--- src/rtl/dmem_arb_pkg.sv ---
`timescale 1ns/1ps
// dmem_arb_pkg: shared types, funct3 encodings and helpers for the data-memory
// arbiter. The issue_t field widths must match the DM_ADDRESS/DATA_W
// parameters used on dmem_arbiter.
package dmem_arb_pkg;

    localparam int ISSUE_AW = 9;
    localparam int ISSUE_DW = 32;
    localparam int WAIT_W   = 4;

    // RISC-V load/store funct3 encodings (stores reuse the low load codes)
    localparam logic [2:0] F3_LB  = 3'b000;
    localparam logic [2:0] F3_LH  = 3'b001;
    localparam logic [2:0] F3_LW  = 3'b010;
    localparam logic [2:0] F3_LBU = 3'b100;
    localparam logic [2:0] F3_LHU = 3'b101;
    localparam logic [2:0] F3_SB  = 3'b000;
    localparam logic [2:0] F3_SH  = 3'b001;
    localparam logic [2:0] F3_SW  = 3'b010;

    typedef enum logic {
        ARB   = 1'b0,
        LOCK1 = 1'b1
    } arb_state_e;

    typedef enum logic {
        PORT_PIPE = 1'b0,
        PORT_DBG  = 1'b1
    } port_id_e;

    typedef struct packed {
        logic                valid;
        port_id_e            port;
        logic                we;
        logic [ISSUE_AW-1:0] addr;
        logic [ISSUE_DW-1:0] wdata;
        logic [2:0]          funct3;
        logic                err;
    } issue_t;

    localparam int     ISSUE_W    = $bits(issue_t);
    localparam issue_t ISSUE_IDLE = issue_t'({ISSUE_W{1'b0}});

    // Halfword accesses need addr[0]=0, word accesses need addr[1:0]=0.
    // SH/SW share the LH/LW encodings, so they are covered by the same items.
    function automatic logic is_misaligned(input logic [2:0] f3, input logic [1:0] a_lo);
        logic bad;
        case (f3)
            F3_LH, F3_LHU: bad = a_lo[0];
            F3_LW:         bad = (a_lo != 2'b00);
            default:       bad = 1'b0;
        endcase
        return bad;
    endfunction

endpackage

--- src/rtl/dmem_arb_select.sv ---
`timescale 1ns/1ps
// dmem_arb_select: combinational winner selection between the pipeline port
// (p0) and the debug/loader port (p1), given the FSM state and the p1 wait count.
module dmem_arb_select
    import dmem_arb_pkg::*;
#(
    parameter int MAX_WAIT = 4
) (
    input  logic              p0_req,
    input  logic              p1_req,
    input  arb_state_e        state,
    input  logic [WAIT_W-1:0] wait_cnt,
    output logic              p0_win,
    output logic              p1_win
);

    localparam logic [WAIT_W-1:0] MAX_WAIT_C = WAIT_W'(MAX_WAIT);

    // Pick at most one winner; p0 has priority unless p1 has waited long enough
    always_comb begin
        p0_win = 1'b0;
        p1_win = 1'b0;
        case (state)
            ARB: begin
                if (p0_req && p1_req) begin
                    if (wait_cnt == MAX_WAIT_C) begin
                        p1_win = 1'b1;
                    end else begin
                        p0_win = 1'b1;
                    end
                end else begin
                    p0_win = p0_req;
                    p1_win = p1_req;
                end
            end
            LOCK1: begin
                p0_win = 1'b0;
                p1_win = p1_req;
            end
            default: begin
                p0_win = 1'b0;
                p1_win = 1'b0;
            end
        endcase
    end

endmodule

--- src/rtl/dmem_arbiter.sv ---
`timescale 1ns/1ps
// dmem_arbiter: two-port arbiter/sequencer in front of the data memory.
// gnt at T, memory access (issue) at T+1, tagged response at T+2.
// Optional build macro DMEM_ARB_MISALIGN_CHECK_EN: flags misaligned LH/LHU/SH
// and LW/SW at grant, suppresses the memory access and returns err=1.
module dmem_arbiter
    import dmem_arb_pkg::*;
#(
    parameter int DM_ADDRESS = 9,
    parameter int DATA_W     = 32,
    parameter int MAX_WAIT   = 4
) (
    input  logic                  clk,
    input  logic                  reset,
    input  logic                  p0_req,
    input  logic                  p0_we,
    input  logic [DM_ADDRESS-1:0] p0_addr,
    input  logic [DATA_W-1:0]     p0_wdata,
    input  logic [2:0]            p0_funct3,
    input  logic                  p1_req,
    input  logic                  p1_we,
    input  logic [DM_ADDRESS-1:0] p1_addr,
    input  logic [DATA_W-1:0]     p1_wdata,
    input  logic [2:0]            p1_funct3,
    input  logic                  p1_lock,
    output logic                  p0_gnt,
    output logic                  p1_gnt,
    output logic                  p0_rvalid,
    output logic                  p1_rvalid,
    output logic [DATA_W-1:0]     p0_rdata,
    output logic [DATA_W-1:0]     p1_rdata,
    output logic                  p0_err,
    output logic                  p1_err,
    output logic                  mem_read,
    output logic                  mem_write,
    output logic [DM_ADDRESS-1:0] mem_a,
    output logic [DATA_W-1:0]     mem_wd,
    output logic [2:0]            mem_funct3,
    input  logic [DATA_W-1:0]     mem_rd
);

    localparam logic [WAIT_W-1:0] MAX_WAIT_C = WAIT_W'(MAX_WAIT);

    arb_state_e        state_r;
    logic [WAIT_W-1:0] wait_cnt_r;
    issue_t            issue_r;
    issue_t            win_s;
    logic              p0_win_s;
    logic              p1_win_s;
    logic              access_s;

    logic              p0_rvalid_r;
    logic              p1_rvalid_r;
    logic [DATA_W-1:0] p0_rdata_r;
    logic [DATA_W-1:0] p1_rdata_r;
    logic              p0_err_r;
    logic              p1_err_r;

    dmem_arb_select #(
        .MAX_WAIT (MAX_WAIT)
    ) u_select (
        .p0_req   (p0_req),
        .p1_req   (p1_req),
        .state    (state_r),
        .wait_cnt (wait_cnt_r),
        .p0_win   (p0_win_s),
        .p1_win   (p1_win_s)
    );

    // Nothing is accepted while reset is held
    assign p0_gnt = p0_win_s & ~reset;
    assign p1_gnt = p1_win_s & ~reset;

    // Build the issue-stage entry for the winning request
    always_comb begin
        win_s = ISSUE_IDLE;
        if (p1_win_s) begin
            win_s.valid  = 1'b1;
            win_s.port   = PORT_DBG;
            win_s.we     = p1_we;
            win_s.addr   = p1_addr;
            win_s.wdata  = p1_wdata;
            win_s.funct3 = p1_funct3;
`ifdef DMEM_ARB_MISALIGN_CHECK_EN
            win_s.err    = is_misaligned(p1_funct3, p1_addr[1:0]);
`else
            win_s.err    = 1'b0;
`endif
        end else if (p0_win_s) begin
            win_s.valid  = 1'b1;
            win_s.port   = PORT_PIPE;
            win_s.we     = p0_we;
            win_s.addr   = p0_addr;
            win_s.wdata  = p0_wdata;
            win_s.funct3 = p0_funct3;
`ifdef DMEM_ARB_MISALIGN_CHECK_EN
            win_s.err    = is_misaligned(p0_funct3, p0_addr[1:0]);
`else
            win_s.err    = 1'b0;
`endif
        end else begin
            win_s = ISSUE_IDLE;
        end
    end

    // Arbitration FSM and p1 starvation counter
    always_ff @(posedge clk or posedge reset) begin
        if (reset) begin
            state_r    <= ARB;
            wait_cnt_r <= {WAIT_W{1'b0}};
        end else begin
            case (state_r)
                ARB: begin
                    if (p1_win_s && p1_lock) begin
                        state_r <= LOCK1;
                    end else begin
                        state_r <= ARB;
                    end
                end
                LOCK1: begin
                    if (!p1_lock) begin
                        state_r <= ARB;
                    end else begin
                        state_r <= LOCK1;
                    end
                end
                default: state_r <= ARB;
            endcase

            if (p1_win_s) begin
                wait_cnt_r <= {WAIT_W{1'b0}};
            end else if (p1_req && (wait_cnt_r != MAX_WAIT_C)) begin
                wait_cnt_r <= wait_cnt_r + {{(WAIT_W-1){1'b0}}, 1'b1};
            end else begin
                wait_cnt_r <= wait_cnt_r;
            end
        end
    end

    // Issue register: holds the access being presented to memory this cycle
    always_ff @(posedge clk or posedge reset) begin
        if (reset) begin
            issue_r <= ISSUE_IDLE;
        end else begin
            issue_r <= win_s;
        end
    end

    // A flagged (misaligned) entry occupies the slot but never touches memory
    assign access_s   = issue_r.valid & ~issue_r.err;
    assign mem_read   = access_s & ~issue_r.we;
    assign mem_write  = access_s & issue_r.we;
    assign mem_a      = issue_r.addr;
    assign mem_funct3 = issue_r.funct3;
    assign mem_wd     = mem_write ? issue_r.wdata : {DATA_W{1'b0}};

    // Capture memory read data and route the response to the issuing port
    always_ff @(posedge clk or posedge reset) begin
        if (reset) begin
            p0_rvalid_r <= 1'b0;
            p1_rvalid_r <= 1'b0;
            p0_rdata_r  <= {DATA_W{1'b0}};
            p1_rdata_r  <= {DATA_W{1'b0}};
            p0_err_r    <= 1'b0;
            p1_err_r    <= 1'b0;
        end else begin
            p0_rvalid_r <= issue_r.valid & (issue_r.port == PORT_PIPE);
            p1_rvalid_r <= issue_r.valid & (issue_r.port == PORT_DBG);
            p0_rdata_r  <= (mem_read && (issue_r.port == PORT_PIPE)) ? mem_rd : {DATA_W{1'b0}};
            p1_rdata_r  <= (mem_read && (issue_r.port == PORT_DBG))  ? mem_rd : {DATA_W{1'b0}};
            p0_err_r    <= issue_r.valid & issue_r.err & (issue_r.port == PORT_PIPE);
            p1_err_r    <= issue_r.valid & issue_r.err & (issue_r.port == PORT_DBG);
        end
    end

    assign p0_rvalid = p0_rvalid_r;
    assign p1_rvalid = p1_rvalid_r;
    assign p0_rdata  = p0_rdata_r;
    assign p1_rdata  = p1_rdata_r;
    assign p0_err    = p0_err_r;
    assign p1_err    = p1_err_r;

endmodule
--- config.mk ---
export PLATFORM = sky130hd
export DESIGN_NAME = dmem_arbiter
export DESIGN_NICKNAME = d
export VERILOG_FILES = /design/src/rtl/dmem_arb_pkg.sv /design/src/rtl/dmem_arb_select.sv /design/src/rtl/dmem_arbiter.sv
export SDC_FILE = /design/constraint.sdc
export NUM_CORES = 1
export LEC_CHECK = 0
export CAP_MARGIN = 40
export CORE_ASPECT_RATIO = 0.9
export CORE_MARGIN = 2
export CORE_UTILIZATION = 35
export DETAILED_ROUTE_END_ITERATION = 6
export MAX_ROUTING_LAYER = met4
export PLACE_DENSITY = 0.88
export SLEW_MARGIN = 25
export SYNTH_ARGS = -nofsm -noshare
export SYNTH_HDL_FRONTEND = slang
export SYNTH_SLANG_ARGS = --single-unit
--- constraint.sdc ---
create_clock -name clk -period 3.65 [get_ports clk]
set_input_delay 0.5475 -clock clk [delete_from_list [all_inputs] [get_ports clk]]
set_output_delay 0.5475 -clock clk [all_outputs]
set_load 0.01 [all_outputs]
==> parameters.txt <==
Parameter                              Value

Outcome
  Status    finished, final reports clean

Detailed routing
  Final routed wire length divided by cell count    16.14 um
  Total wire length    11970 um
  Residual DRC    0
  Average vias per placed instance    4.683
  First-pass DRT Iterations    4
  Initial DRC Count    154
  Number of nets with antenna violations after routing    0
  Via count    3475

Global route
  Overall fraction of global-route tracks in use    18.58%
  Antenna violations before repair    0
  Gr ovfl total    0
  Wire length of the first global-routing pass    18570 um
  Largest net degree at the start of global routing    48
  Number of global-route vias before repair    3615

Timing
  Setup repair after global routing missed its margin    no
  Actual slew at the worst max-slew pin    541.1 ps
  Final setup violation count    0
  Worst max-slew margin expressed relative to the limit    63.93%
  Count of final hold-check violations    0
  Part of the cycle the worst path needs    75.19%
  Setup_tns    0 ps
  Post-layout minimum cycle time    2744 ps
  Fmax achieved    364.4 MHz
  Final Slew Violations    0
  Worst-case clock skew    4.720 ps

Critical path
  Cells along the critical path    clkdlybuf4s50_1 -> a21boi_4 -> and2_1 -> clkdlybuf4s50_1
  WP data arrival    2200 ps
  Slowest stage cell, crit path    clkdlybuf4s50_1
  Register-to-Register Setup Slack    1800 ps
  Cells on worst reg2reg path    6
  Worst Setup Start Kind    primary input
  Top cell by count, worst path    clkdlybuf4s50_1
  Stage delay of the slowest cell on the critical path    730 ps
  Capture instance of the worst register-to-register path    mem_a[5]$_DFF_PP0_
  Worst r2r src    wait_cnt_r[0]$_DFFE_PP0P_
  Crit path kind    primary input to output pin
  CP top delay family    buffers and inverters
  Crit. End Element    output pin
  Critical Path RT    3100 ps
  Peak fanout along the critical path    12
  Number of buffer and inverter instances along the worst setup path    2

Clock network
  Number of clock sinks seen by CTS    118
  Hold buffer count at CTS    0
  Clk_lat worst skew    400 ps
  Clock tree from TritonCTS    built
  Post CTS Setup Buffer Count    0
  Largest buffer count on any clock path    2
  CTS resizes    0
  Master cell of the clock root buffer    clkbuf_16
  Maximum level of the CTS H-tree    4
  Clock buffers created by TritonCTS    17
  Clock transition at path regs    50 ps

Yosys
  Post-synth cell types    31
  Fraction of the yosys area taken by sequential cells    66.20%
  Avg Cell Area, Syn    13.35 um^2
  Synthesis-stage register bit count    118
  Number of instances in the synthesized netlist    334
  Cell area after synthesis    0.004461 mm^2
  Yosys warnings    0

Min path
  Type of the worst min-delay path    register to register
  Startpoint of the tightest hold check path    state_r$_DFF_PP0_
  Worst Hold Path Cells    1
  Min-Delay Endpoint    state_r$_DFF_PP0_

Die
  Starting utilization of the core area    35.43%
  Number of top-level pins    243
  Horizontal die dimension    123.0 um
  Height of the chip    111.1 um
  Core area    0.01259 mm^2
  Number of standard-cell rows in the floorplan    39
  Area of the die    0.01366 mm^2

Power and ir drop
  Power Dens Cells    487.8 mW/mm^2
  Worst vdd ir    265.0 uV
  Leakage power total    0.003558 uW

Cells and area
  Area taken by multi-input logic gates    0.001242 mm^2
  Share of layout cells above drive strength 1    8.131%
  Number of antenna repair diodes    0
  Post-route cell area    0.007541 mm^2
  Most common cell after layout, fill and taps aside    clkdlybuf4s50_1
  P&R area growth vs syn    69.06%
  Sequential cell area    0.002953 mm^2
  Number of nets in the layout    694
  Commonest non-fill, non-tap cells in the layout    clkdlybuf4s50_1 (240), dfrtp_1 (118), and3_1 (64)
  Fill cell instance count of the final layout    979

Placed design
  Buffers on Ports    240
  HPWL after DPL    8767 um
  Placer congestion estimate    0.8253
  Cell Area, Placed    0.006887 mm^2

Job
  Total of max-cap violations    0
worst max-delay path by stage:
stage                                    startpoint        to  slack, ps  cells after the start
final                                        p1_req    p1_gnt        910                      4
after global routing      wait_cnt_r[0]$_DFFE_PP0P_    p1_gnt        820                      6
after CTS                     issue_r[47]$_DFF_PP0_  mem_read        860                      2
after detailed placement                     p1_req    p1_gnt        920                      4
after global placement                       p1_req    p1_gnt        960                      4
after floorplan                               reset    p0_gnt        410                      2
cells in the mapped netlist, drive strengths merged:
| master | number | area (um^2) |
|---|---|---|
| o21ai | 1 | 5.000 |
| clkbuf | 12 | 45.04 |
| o31ai | 1 | 7.510 |
| nand3b | 1 | 7.510 |
| a21oi | 1 | 16.27 |
| ha | 2 | 25.02 |
| o22ai | 2 | 12.51 |
| and2b | 2 | 16.27 |
| inv | 4 | 15.01 |
| and2 | 36 | 225.2 |
| nand2b | 2 | 12.51 |
| a21boi | 2 | 15.02 |
| a21o | 1 | 7.510 |
| nor3 | 1 | 5.000 |
| mux2i | 1 | 10.01 |
| nand3 | 1 | 5.000 |
| and3b | 1 | 12.51 |
| nand2 | 3 | 11.26 |
| conb | 1 | 3.750 |
| buf | 27 | 220.2 |
| nand4 | 1 | 6.260 |
| o21a | 1 | 7.510 |
| nor2b | 3 | 21.27 |
| and3 | 64 | 400.4 |
| a22o | 45 | 394.1 |
| dfrtp | 118 | 2953 |
through the flow:
step                      setup WS, ps  util (%)  total power, uW  hold slack, ps  cells
after floorplan                  407.8         -             1692           477.6    335
after global placement           965.0     54.54             1996           501.4    706
after detailed placement         924.2     54.70             2018           514.9    707
after CTS                        862.2     59.54             3708           527.6    739
after global routing             817.2     59.90             3848           546.3    742
final                            905.6     59.90             3679           524.5    742
cell type report:
| type | count | area share (%) |
|---|---|---|
| Inverter | 4 | 0.2489 |
| Timing Repair Buffer | 250 | 33.32 |
| Clock inverter | 12 | 2.024 |
| Clock buffer | 20 | 6.056 |
| Sequential cell | 118 | 39.16 |
| Multi-Input combinational cell | 174 | 16.48 |
| Tap cell | 164 | 2.721 |
state kept, by name (all words and copies together), names as in the netlist:
register	count
wait_cnt_r	4
mem_funct3	3
p1_rvalid	1
p1_rdata	32
issue_r	35
p0_rvalid	1
state_r	1
mem_a	9
p0_rdata	32
where the power goes:
| group | switching [uW] | internal, uW |
|---|---|---|
| Clock | 571 | 1110 |
| Combinational | 231 | 335 |
| Sequential | 31.7 | 1400 |
logic make-up after synthesis:
logic type      synth area share [%]
fa+ha+maj                     0.5609
compound gates                 10.44
buf+inv                        6.283
mux                           0.2244
other cells                  0.08407
simple gates                   16.21
flops                          66.20
routing by layer:
metal	global-route usage [%]	up-vias	routed length [um]
met2	29.76	181	5948
li1	-	1609	-
met3	5.658	27	931
met4	9.015	0	332
met5	-	-	0
met1	21.06	1658	4760
No activity file was read; power rests on OpenSTA's default activity.
